===== src/rtl/tlb_mp_if.sv =====
// Shared TLB types and the tlb_mp port bundle.
// Defining TLB_PERF_CNT_EN adds per-port hit/miss counters.
package tlb_mp_pkg;
  typedef struct packed {
    logic        found;
    logic [5:0]  index;
    logic [19:0] ppn;
    logic [5:0]  ps;
    logic [1:0]  plv;
    logic [1:0]  mat;
    logic        d;
    logic        v;
  } tlb_result_t;

  typedef struct packed {
    logic [19:0] ppn;
    logic [1:0]  plv;
    logic [1:0]  mat;
    logic        d;
    logic        v;
  } tlb_page_t;

  typedef struct packed {
    logic        e;
    logic [18:0] vppn;
    logic [5:0]  ps;
    logic        g;
    logic [9:0]  asid;
    logic [19:0] ppn0;
    logic [1:0]  plv0;
    logic [1:0]  mat0;
    logic        d0;
    logic        v0;
    logic [19:0] ppn1;
    logic [1:0]  plv1;
    logic [1:0]  mat1;
    logic        d1;
    logic        v1;
  } tlb_entry_t;
endpackage

interface tlb_mp_if #(
  parameter int TLBNUM = 16,
  parameter int NPORTS = 3
);
  import tlb_mp_pkg::*;
  localparam int TLBIDLEN = $clog2(TLBNUM);

  logic [NPORTS-1:0]       s_valid;
  logic [NPORTS-1:0]       s_hold;
  logic [NPORTS-1:0][18:0] s_vppn;
  logic [NPORTS-1:0]       s_va_bit12;
  logic [NPORTS-1:0][9:0]  s_asid;
  tlb_result_t [NPORTS-1:0] s_result;

  logic        invtlb_valid;
  logic [4:0]  invtlb_op;
  logic [9:0]  invtlb_asid;
  logic [31:0] invtlb_va;

  logic                we;
  logic                w_fill;
  logic [TLBIDLEN-1:0] w_index;
  tlb_entry_t          w_entry;
  logic [TLBIDLEN-1:0] fill_index;
  logic [TLBIDLEN-1:0] r_index;
  tlb_entry_t          r_entry;

`ifdef TLB_PERF_CNT_EN
  logic [NPORTS-1:0][31:0] hit_cnt;
  logic [NPORTS-1:0][31:0] miss_cnt;

  modport master (
    output s_valid, s_hold, s_vppn, s_va_bit12, s_asid,
    output invtlb_valid, invtlb_op, invtlb_asid, invtlb_va,
    output we, w_fill, w_index, w_entry, r_index,
    input  s_result, fill_index, r_entry, hit_cnt, miss_cnt
  );
  modport slave (
    input  s_valid, s_hold, s_vppn, s_va_bit12, s_asid,
    input  invtlb_valid, invtlb_op, invtlb_asid, invtlb_va,
    input  we, w_fill, w_index, w_entry, r_index,
    output s_result, fill_index, r_entry, hit_cnt, miss_cnt
  );
`else
  modport master (
    output s_valid, s_hold, s_vppn, s_va_bit12, s_asid,
    output invtlb_valid, invtlb_op, invtlb_asid, invtlb_va,
    output we, w_fill, w_index, w_entry, r_index,
    input  s_result, fill_index, r_entry
  );
  modport slave (
    input  s_valid, s_hold, s_vppn, s_va_bit12, s_asid,
    input  invtlb_valid, invtlb_op, invtlb_asid, invtlb_va,
    input  we, w_fill, w_index, w_entry, r_index,
    output s_result, fill_index, r_entry
  );
`endif
endinterface


===== src/rtl/tlb_mp.sv =====
// Fully-associative multi-port LoongArch TLB with hardware fill victim.
// TLB_PERF_CNT_EN enables per-port hit/miss counters.
module tlb_mp
  import tlb_mp_pkg::*;
#(
  parameter int TLBNUM = 16,
  parameter int NPORTS = 3,
  localparam int TLBIDLEN = $clog2(TLBNUM)
) (
  input logic   clk,
  input logic   reset,
  tlb_mp_if.slave bus
);
  logic [TLBNUM-1:0] r_e;
  logic [TLBNUM-1:0] r_g;
  logic [TLBNUM-1:0] r_big;
  logic [18:0]       r_vppn [TLBNUM];
  logic [9:0]        r_asid [TLBNUM];
  tlb_page_t         r_p0 [TLBNUM];
  tlb_page_t         r_p1 [TLBNUM];

  logic [TLBIDLEN-1:0] r_fill;
  logic [TLBIDLEN-1:0] r_rr;
  tlb_entry_t          r_rd;
  tlb_result_t [NPORTS-1:0] r_sres;

  function automatic logic f_vm(
    input logic [18:0] a,
    input logic [18:0] b,
    input logic        big
  );
    f_vm = big ? (a[18:9] == b[18:9]) : (a == b);
  endfunction

  logic [NPORTS-1:0][TLBNUM-1:0]   w_hit;
  logic [NPORTS-1:0][TLBIDLEN-1:0] w_sidx;
  tlb_page_t [NPORTS-1:0]          w_pg;
  tlb_result_t [NPORTS-1:0]        w_sres;

  always_comb begin
    w_hit = '0;
    for (int p = 0; p < NPORTS; p++)
      for (int k = 0; k < TLBNUM; k++)
        w_hit[p][k] = r_e[k]
          && f_vm(r_vppn[k], bus.s_vppn[p], r_big[k])
          && (r_g[k] || r_asid[k] == bus.s_asid[p]);
  end

  // descending scan leaves the lowest matching index
  always_comb begin
    w_sidx = '0;
    for (int p = 0; p < NPORTS; p++)
      for (int k = TLBNUM - 1; k >= 0; k--)
        if (w_hit[p][k]) w_sidx[p] = TLBIDLEN'(k);
  end

  always_comb begin
    w_pg = '0;
    for (int p = 0; p < NPORTS; p++) begin
      if (r_big[w_sidx[p]] ? bus.s_vppn[p][8] : bus.s_va_bit12[p])
        w_pg[p] = r_p1[w_sidx[p]];
      else
        w_pg[p] = r_p0[w_sidx[p]];
    end
  end

  always_comb begin
    w_sres = '0;
    for (int p = 0; p < NPORTS; p++) begin
      if (|w_hit[p]) begin
        w_sres[p].found = 1'b1;
        w_sres[p].index = 6'(w_sidx[p]);
        w_sres[p].ppn   = w_pg[p].ppn;
        w_sres[p].ps    = r_big[w_sidx[p]] ? 6'd21 : 6'd12;
        w_sres[p].plv   = w_pg[p].plv;
        w_sres[p].mat   = w_pg[p].mat;
        w_sres[p].d     = w_pg[p].d;
        w_sres[p].v     = w_pg[p].v;
      end
    end
  end

  always_ff @(posedge clk) begin
    if (reset) begin
      r_sres <= '0;
    end else begin
      for (int p = 0; p < NPORTS; p++)
        if (bus.s_valid[p] && !bus.s_hold[p]) r_sres[p] <= w_sres[p];
    end
  end

  logic [TLBNUM-1:0] w_iam;
  logic [TLBNUM-1:0] w_ivm;
  logic [TLBNUM-1:0] w_inv;

  always_comb begin
    w_iam = '0;
    w_ivm = '0;
    w_inv = '0;
    for (int k = 0; k < TLBNUM; k++) begin
      w_iam[k] = r_asid[k] == bus.invtlb_asid;
      w_ivm[k] = f_vm(r_vppn[k], bus.invtlb_va[31:13], r_big[k]);
      case (bus.invtlb_op)
        5'd0, 5'd1: w_inv[k] = 1'b1;
        5'd2:       w_inv[k] = r_g[k];
        5'd3:       w_inv[k] = !r_g[k];
        5'd4:       w_inv[k] = !r_g[k] && w_iam[k];
        5'd5:       w_inv[k] = !r_g[k] && w_iam[k] && w_ivm[k];
        5'd6:       w_inv[k] = w_ivm[k] && (r_g[k] || w_iam[k]);
        default:    w_inv[k] = 1'b0;
      endcase
    end
  end

  logic [TLBIDLEN-1:0] w_wi;
  logic                w_wr;
  assign w_wi = bus.w_fill ? r_fill : bus.w_index;
  assign w_wr = bus.we && !bus.invtlb_valid;

  always_ff @(posedge clk) begin
    if (reset)                 r_e <= '0;
    else if (bus.invtlb_valid) r_e <= r_e & ~w_inv;
    else if (bus.we)           r_e[w_wi] <= bus.w_entry.e;
  end

  always_ff @(posedge clk) begin
    if (!reset && w_wr) begin
      r_vppn[w_wi] <= bus.w_entry.vppn;
      r_asid[w_wi] <= bus.w_entry.asid;
      r_g[w_wi]    <= bus.w_entry.g;
      r_big[w_wi]  <= bus.w_entry.ps != 6'd12;
      r_p0[w_wi]   <= '{bus.w_entry.ppn0, bus.w_entry.plv0,
                        bus.w_entry.mat0, bus.w_entry.d0, bus.w_entry.v0};
      r_p1[w_wi]   <= '{bus.w_entry.ppn1, bus.w_entry.plv1,
                        bus.w_entry.mat1, bus.w_entry.d1, bus.w_entry.v1};
    end
  end

  logic [TLBIDLEN-1:0] w_free;
  logic                w_full;
  assign w_full = &r_e;

  always_comb begin
    w_free = '0;
    for (int k = TLBNUM - 1; k >= 0; k--)
      if (!r_e[k]) w_free = TLBIDLEN'(k);
  end

  always_ff @(posedge clk) begin
    if (reset) begin
      r_fill <= '0;
      r_rr   <= '0;
    end else begin
      r_fill <= w_full ? r_rr : w_free;
      if (w_full && w_wr && bus.w_fill) r_rr <= r_rr + 1'b1;
    end
  end

  tlb_entry_t w_rd;
  always_comb begin
    w_rd      = '0;
    w_rd.e    = r_e[bus.r_index];
    w_rd.vppn = r_vppn[bus.r_index];
    w_rd.ps   = r_big[bus.r_index] ? 6'd21 : 6'd12;
    w_rd.g    = r_g[bus.r_index];
    w_rd.asid = r_asid[bus.r_index];
    {w_rd.ppn0, w_rd.plv0, w_rd.mat0, w_rd.d0, w_rd.v0} = r_p0[bus.r_index];
    {w_rd.ppn1, w_rd.plv1, w_rd.mat1, w_rd.d1, w_rd.v1} = r_p1[bus.r_index];
  end

  always_ff @(posedge clk) begin
    if (reset) r_rd <= '0;
    else       r_rd <= w_rd;
  end

  assign bus.s_result   = r_sres;
  assign bus.fill_index = r_fill;
  assign bus.r_entry    = r_rd;

`ifdef TLB_PERF_CNT_EN
  logic [NPORTS-1:0][31:0] r_hit;
  logic [NPORTS-1:0][31:0] r_miss;

  always_ff @(posedge clk) begin
    if (reset) begin
      r_hit  <= '0;
      r_miss <= '0;
    end else begin
      for (int p = 0; p < NPORTS; p++) begin
        if (bus.s_valid[p] && !bus.s_hold[p]) begin
          if (w_sres[p].found) begin
            if (r_hit[p] != '1) r_hit[p] <= r_hit[p] + 32'd1;
          end else begin
            if (r_miss[p] != '1) r_miss[p] <= r_miss[p] + 32'd1;
          end
        end
      end
    end
  end

  assign bus.hit_cnt  = r_hit;
  assign bus.miss_cnt = r_miss;
`endif
endmodule


===== src/flat_wrapper.sv =====
// flat-port wrapper written by rule: the top's interface ports become plain ports
module tlb_mp_flat import tlb_mp_pkg::*;
#(
  parameter int TLBNUM = 16,
  parameter int NPORTS = 3,
  localparam int TLBIDLEN = $clog2(TLBNUM)
)
  (clk, reset, bus_s_valid, bus_s_hold, bus_s_vppn, bus_s_va_bit12, bus_s_asid, bus_invtlb_valid, bus_invtlb_op, bus_invtlb_asid, bus_invtlb_va, bus_we, bus_w_fill, bus_w_index, bus_w_entry, bus_r_index, bus_s_result, bus_fill_index, bus_r_entry);
  tlb_mp_if #(.TLBNUM(TLBNUM), .NPORTS(NPORTS)) bus_i ();
  input logic clk;
  input logic reset;
  input wire logic [$bits(bus_i.s_valid)-1:0] bus_s_valid;
  input wire logic [$bits(bus_i.s_hold)-1:0] bus_s_hold;
  input wire logic [$bits(bus_i.s_vppn)-1:0] bus_s_vppn;
  input wire logic [$bits(bus_i.s_va_bit12)-1:0] bus_s_va_bit12;
  input wire logic [$bits(bus_i.s_asid)-1:0] bus_s_asid;
  input wire logic [$bits(bus_i.invtlb_valid)-1:0] bus_invtlb_valid;
  input wire logic [$bits(bus_i.invtlb_op)-1:0] bus_invtlb_op;
  input wire logic [$bits(bus_i.invtlb_asid)-1:0] bus_invtlb_asid;
  input wire logic [$bits(bus_i.invtlb_va)-1:0] bus_invtlb_va;
  input wire logic [$bits(bus_i.we)-1:0] bus_we;
  input wire logic [$bits(bus_i.w_fill)-1:0] bus_w_fill;
  input wire logic [$bits(bus_i.w_index)-1:0] bus_w_index;
  input wire logic [$bits(bus_i.w_entry)-1:0] bus_w_entry;
  input wire logic [$bits(bus_i.r_index)-1:0] bus_r_index;
  output wire logic [$bits(bus_i.s_result)-1:0] bus_s_result;
  output wire logic [$bits(bus_i.fill_index)-1:0] bus_fill_index;
  output wire logic [$bits(bus_i.r_entry)-1:0] bus_r_entry;
  assign bus_i.s_valid = bus_s_valid;
  assign bus_i.s_hold = bus_s_hold;
  assign bus_i.s_vppn = bus_s_vppn;
  assign bus_i.s_va_bit12 = bus_s_va_bit12;
  assign bus_i.s_asid = bus_s_asid;
  assign bus_i.invtlb_valid = bus_invtlb_valid;
  assign bus_i.invtlb_op = bus_invtlb_op;
  assign bus_i.invtlb_asid = bus_invtlb_asid;
  assign bus_i.invtlb_va = bus_invtlb_va;
  assign bus_i.we = bus_we;
  assign bus_i.w_fill = bus_w_fill;
  assign bus_i.w_index = bus_w_index;
  assign bus_i.w_entry = bus_w_entry;
  assign bus_i.r_index = bus_r_index;
  assign bus_s_result = bus_i.s_result;
  assign bus_fill_index = bus_i.fill_index;
  assign bus_r_entry = bus_i.r_entry;
  tlb_mp #(.TLBNUM(TLBNUM), .NPORTS(NPORTS)) u_core (.clk(clk), .reset(reset), .bus(bus_i));
endmodule

===== config.mk =====
export PLATFORM = sky130hd
export DESIGN_NAME = tlb_mp_flat
export DESIGN_NICKNAME = d
export VERILOG_FILES = /design/src/rtl/tlb_mp_if.sv /design/src/rtl/tlb_mp.sv /design/src/flat_wrapper.sv
export SDC_FILE = /design/constraint.sdc
export NUM_CORES = 2
export LEC_CHECK = 0
export CAP_MARGIN = 20
export CORE_MARGIN = 4
export CORE_UTILIZATION = 35
export CTS_CLUSTER_DIAMETER = 120
export DETAILED_ROUTE_END_ITERATION = 7
export PLACE_DENSITY = 0.58
export SLEW_MARGIN = 20
export SYNTH_ARGS = -nofsm -noshare
export SYNTH_HDL_FRONTEND = slang
export SYNTH_SLANG_ARGS = --single-unit

===== constraint.sdc =====
create_clock -name clk -period 17.7 [get_ports clk]
set_input_delay 3.54 -clock clk [delete_from_list [all_inputs] [get_ports clk]]
set_output_delay 3.54 -clock clk [all_outputs]
set_load 0.05 [all_outputs]

* Word-level counts from Yosys, hierarchy flattened
Memories as Yosys holds them, arrays and structs flattened. A register that Yosys moved wholly into a read port is not among the register bits.
Index checks and enable logic that the tools add are counted.
** Word-level totals
- Bits in writable memories :: 1296
- Logic and storage cells :: 668
- Input port bits :: 245
- Output and inout bits :: 210
- Memories :: 4
- Bits in registers :: 181
** Cells by class
- Equality and inequality tests :: 199
- Muxes and demuxes :: 180
- Reductions and logical operators :: 244
- $add $sub $neg :: 1
- Magnitude comparators :: 6
- Bitwise operators :: 2
** Memories
- u_core.r_p0 :: depth 16, width 26, read ports 4, clocked after Yosys merged registers in 1, write ports 1, line tlb_mp.sv:19 : tlb_page_t r_p0 [TLBNUM];
- u_core.r_p1 :: depth 16, width 26, read ports 4, clocked after Yosys merged registers in 1, write ports 1, line tlb_mp.sv:20 : tlb_page_t r_p1 [TLBNUM];
- u_core.r_vppn :: depth 16, width 19, read ports 17, clocked after Yosys merged registers in 1, write ports 1, line tlb_mp.sv:17 : logic [18:0] r_vppn [TLBNUM];
- u_core.r_asid :: depth 16, width 10, read ports 17, clocked after Yosys merged registers in 1, write ports 1, line tlb_mp.sv:18 : logic [9:0] r_asid [TLBNUM];
** Operator list (count)
- equality test 10 bit :: 128
- equality test 19 bit :: 64
- two-way mux 4 bit :: 66
- logical AND 1 bit :: 152
- two-way mux 39 bit :: 3
- one-hot mux 1 bit (6 select lines) :: 16
- two-way mux 26 bit :: 3
- two-way mux 1 bit :: 76
- logical OR 1 bit :: 64
- bitwise mux 16 bit :: 3
- OR reduction 16 bit :: 3
- two-way mux 16 bit :: 2
- < comparator 4 x 5 -> 1 bit (second input constant) :: 5
- binary-select mux 1 bit (select 4 bit) :: 6
- zero test 1 bit :: 21
- two-way mux 5 bit :: 4
- bitwise AND 16 bit :: 1
- inverter 16 bit :: 1
- AND reduction 16 bit :: 1
- equality test 5 x 3 -> 1 bit (second input constant) :: 3
- equality test 5 x 2 -> 1 bit (second input constant) :: 2
- inequality test 6 x 4 -> 1 bit (second input constant) :: 1
- equality test 5 x 1 -> 1 bit (second input constant) :: 1
- zero test 5 bit :: 1
- other kinds (5) :: 5

* Logic depth before layout (Yosys ltp)
An unclocked memory read counts as a cell.
- Depth after elaboration :: 26
- Mapped depth :: 20
- Mapped depth without buffers :: 14

* Least setup slack after synthesis
OpenSTA, ideal clock, no wires.
- Path kind :: input-to-reg
- Start :: in bus_w_fill
- End :: mem u_core.r_asid[13][0] (enable)
- Data required time :: 17.074 ns
- Stages on the path :: 5
- Setup slack :: 6.964 ns
- Library setup time :: 0.626 ns
- Arrival :: 10.111 ns
- Path buffers :: 2
- Cells stage by stage :: clkbuf_1 clkbuf_1 a32o_1 nand2_1 nor3_1
** On the way
- Cells in the longest elaborated chain, start to end :: 1
** Ends and longest elaborated chain
- start, declared :: line flat_wrapper.sv:22 : input wire logic [$bits(bus_i.w_fill)-1:0] bus_w_fill;
- two-way mux 4 bit :: line tlb_mp.sv:117 : assign w_wi = bus.w_fill ? r_fill : bus.w_index;
- end, declared :: line tlb_mp.sv:18
Every way passes these cells.

* Worst setup path after layout
- Start :: in bus_s_vppn[6]
- End :: reg u_core.r_sres (netlist bit u_core.bus.s_result[24])
** On the way
- Cells in the longest elaborated chain, start to end :: 25
- Elaborated cells between the ends (all ways) :: 88
- Those cells by class :: eq/ne (16); mux (37); reduce/logical (33); memory (2)
** Ends and longest elaborated chain
- start, declared :: line flat_wrapper.sv:14 : input wire logic [$bits(bus_i.s_vppn)-1:0] bus_s_vppn;
- equality test 19 bit :: line tlb_mp.sv:32 : f_vm = big ? (a[18:9] == b[18:9]) : (a == b);
- two-way mux 1 bit :: line tlb_mp.sv:32
- logical AND 1 bit :: line tlb_mp.sv:45 : && f_vm(r_vppn[k], bus.s_vppn[p], r_big[k])
- logical AND 1 bit :: line tlb_mp.sv:46 : && (r_g[k] || r_asid[k] == bus.s_asid[p]);
- two-way mux 4 bit (16 in a row) :: line tlb_mp.sv:54 : if (w_hit[p][k]) w_sidx[p] = TLBIDLEN'(k);
- binary-select mux 1 bit (select 4 bit) :: line tlb_mp.sv:60 : if (r_big[w_sidx[p]] ? bus.s_vppn[p][8] : bus.s_va_bit12[p])
- two-way mux 1 bit (implied by the code) :: line tlb_mp.sv:60
- two-way mux 1 bit :: line tlb_mp.sv:60
- two-way mux 26 bit :: line tlb_mp.sv:60
- two-way mux 39 bit (*) :: line tlb_mp.sv:70 : if (|w_hit[p]) begin
- end signal, assigned by index :: line tlb_mp.sv:88 : if (bus.s_valid[p] && !bus.s_hold[p]) r_sres[p] <= w_sres[p];
- end, declared :: line tlb_mp.sv:25 : tlb_result_t [NPORTS-1:0] r_sres;
Every way passes the cells marked *; elsewhere a longest branch is shown, timed or not. The select of a mux whose other input is x is not followed.
A chain may end at the register's enable or synchronous reset.

==> key figures <==
Detailed routing
  • Top Metal Used: met5
  • Drt pass-1 iters: 8
  • Routed WL per cell: 38.3 um
  • Met2 routed WL: 213 mm
  • Routed met1 length: 188 mm
  • # DRC: 2
  • Vias: 85.8k
  • Overall routed net length: 500 mm
  • Routed wl met3: 63.4 mm
  • Initial detailed-routing violation count: 13.7k
  • Vias/cell: 6.59
  • Detail Route Antenna Nets: 0

Power and ir drop
  • Clk pwr share: 0.451
  • Worst vdd ir: 0.0929 mV
  • Flop pwr share: 0.444
  • Pwr/cell area: 75.6 nW/um2
  • Combinational Power Share: 0.105
  • Sw frac: 0.256
  • P_int: 6670 uW
  • Leak pwr: 0.0420 uW
  • Switching Power: 2290 uW

Yosys
  • Synth Instances: 9240
  • Ys Warns: 0
  • Sequential element share of the synthesized area: 0.414
  • Distinct cells, synth: 94
  • EDFF count, synth: 1328
  • Mapped Area: 106000 um2
  • Yosys reg bits: 1537
  • Top_reg_cell synth: edfxtp_1
  • Ys async rst share: 0
  • Mean post-synth cell area: 11.5 um2

Layout
  • Most frequent cells in the layout: edfxtp_1, mux2i_1, xor2_1
  • Fin nets: 9125
  • Layout cells sized above 1: 0.143
  • Synth-to-Final Area Change: 11.5%
  • Area of the multi-input gates: 57200 um2
  • Reg area: 44100 um2
  • Fill cells: 28.6k
  • Leading cell type in the layout, fill and taps excluded: edfxtp_1

Timing
  • Endpoints failing hold: 0
  • RSZ-0062 raised after global routing: false
  • Final min period: 10.65 ns
  • Final Max Slew Viols: 0
  • Fmax: 0.0939 GHz
  • Worst Skew: 0.121 ns
  • Worst-Margin Slew: 1.37 ns
  • Period utilisation layout: 0.601
  • Max transition margin: 0.0780
  • Setup TNS: 0 ns
  • Min setup slack post-route: 7.05 ns
  • Setup violations, final: 0

Clock network
  • Clock sink total: 1537
  • CTS clk-pin slew, worst paths: 0.06 ns
  • Worst-Skew Late Latency: 0.94 ns
  • Root buffer cell: clkbuf_16
  • Post-CTS resize count: 0
  • Hold Buf Count CTS: 0
  • Setup bufs post-CTS: 0
  • TritonCTS clock tree: yes
  • CTS Buf Count: 185
  • H-tree Lvls: 4
  • CTS Buffer Depth: 4

Worst setup path
  • Worst EP required: 18.56 ns
  • Critical path endpoint category: flip-flop
  • Worst EP arrival: 11.51 ns
  • Worst R2R Path Depth: 17
  • Worst reg2reg endpoint: u_core.bus.s_result[24]
  • Crit path kind: in2reg
  • Startpoint Class: primary input
  • Worst-path fanout max: 126
  • Crit path launch: bus_s_vppn[6]
  • R2R setup slack: 9.88 ns
  • Worst R2R Start: u_core.r_vppn[12][7]

Global routing
  • Vias in the first global route: 81.4k
  • First-pass GRT wire length: 674 mm
  • All-Layer GR Usage: 0.304
  • Initial antenna violation count: 69
  • Pin count of the biggest net entering global routing: 131
  • Remaining Overflow, GRT: 0

Floorplanning
  • Ports: 455
  • Core Box Area: 303000 um2
  • Die Width: 559 um
  • Die area: 313000 um2
  • Die Height: 559 um
  • Initial Util: 0.351
  • Cell Rows: 202

Status
  • Status: complete, but fails checks
  • Failing checks: DRC

Placed design
  • Final Wtd Congestion: 1.01
  • Setup WS pre-CTS: 6.35 ns
  • Detailed Place HPWL: 318 mm
  • IO buf count: 427

Hold path
  • Cells on Worst Hold Path: 2
  • WHS Endpoint: u_core.bus.s_result[16]
  • Hold/Removal Path Class: reg2reg
  • Hold path start: u_core.bus.s_result[16]

Run
  • Total of max-cap violations: 0
## Yosys cell counts, types with 209 or more instances
cell	n	area [um2]
edfxtp_1	1328	39900
nand2_1	281	1050
mux2i_1	1040	10400
buf_2	290	1450
dfxtp_1	209	4180
xnor2_1	883	7730
mux4_2	524	11800
clkbuf_1	617	2320
nor2_1	353	1330
nor4_1	289	1810
xor2_1	989	8660
o22ai_1	315	1970
nand4_1	228	1430
nor3_1	255	1280
## worst max path at each step
| stage | end | slack, ns | cells past startpoint |
|---|---|---|---|
| 2_1_floorplan | u_core.r_asid[13][0] | 6.96 | 5 |
| 3_3_place_gp | u_core.bus.s_result[24] | 6.46 | 19 |
| 3_5_place_dp | u_core.bus.s_result[24] | 6.35 | 19 |
| 4_1_cts | u_core.bus.s_result[24] | 7.32 | 19 |
| 5_1_grt | u_core.bus.s_result[24] | 6.97 | 19 |
| 6_report | u_core.bus.s_result[24] | 7.05 | 19 |
## power groups by stage
stage,registers (uW),logic (uW),clock network (uW)
final,3980,938,4040
after global routing,3980,961,4230
after CTS,3980,917,4090
after detailed placement,4060,914,0
after global placement,4060,905,0
after floorplan,4100,505,0
## area by class of cell
cell class	instances	share of cell area
diodes	21	0.000443
clock buffers	235	0.0436
clock inverters	106	0.0101
inverters	20	0.000675
multi-input cells	6479	0.483
flip-flops and latches	1537	0.372
well taps	3978	0.0420
repair buffers	656	0.0490
## metrics by stage
step | utilization | std cells | power, uW | hold WS (ns) | cell area, um2
final | 0.392 | 13000 | 8960 | 0.453 | 119000
after global routing | 0.391 | 13000 | 9180 | 0.477 | 119000
after CTS | 0.391 | 13000 | 8990 | 0.455 | 118000
after detailed placement | 0.370 | 12700 | 4970 | 0.447 | 112000
after global placement | 0.370 | 12700 | 4960 | 0.440 | 112000
after floorplan | - | 9253 | 4610 | 0.480 | 106000
## cell families (layout without fill, tap and decap cells)
family | Yosys count | count (layout) | synth area share
buffers and inverters | 1237 | 1017 | 0.0527
muxes | 1628 | 1628 | 0.216
AOI/OAI and AO/OA | 1166 | 1166 | 0.0729
DFF | 1537 | 1537 | 0.414
xor gates and xnor gates | 1875 | 1875 | 0.155
and+or+nand+nor | 1795 | 1795 | 0.0894
other | 1 | 35 | 0.0000353
adders and majority gates | 1 | 1 | 0.000118
## routing by layer
| metal | vias up | GRT usage |
|---|---|---|
| li1 | 34000 | - |
| met1 | 43300 | 0.399 |
| met2 | 7004 | 0.451 |
| met3 | 1553 | 0.0836 |
| met4 | 40 | 0.176 |
| met5 | - | 0 |
## critical path, cell delays in order
cell and delay (ns):
clkdlybuf4s50_1 0.47, buf_4 0.41, xor2_1 0.13, nor4_1 0.32, a41oi_2 0.56, nor3_1 0.62, or3_1 0.18, o221ai_1 0.34
a21oi_4 0.22, buf_4 0.48, buf_12 0.58, buf_4 0.96, buf_4 0.83, mux2i_1 0.17, o22ai_1 0.20, nor3_1 0.09
a21oi_1 0.65, mux2i_1 0.25, o21ai_1 0.17
## registers in the layout (all words and copies together), names as in the netlist
register               count
u_core.r_g                16
u_core.r_rr                4
u_core.r_big              16
u_core.r_p1              416
u_core.r_e                16
u_core.bus.s_result       99
u_core.bus.fill_index      4
u_core.r_vppn            304
u_core.r_asid            160
u_core.bus.r_entry        86
u_core.r_p0              416
No activity file was read; power rests on OpenSTA's default activity.
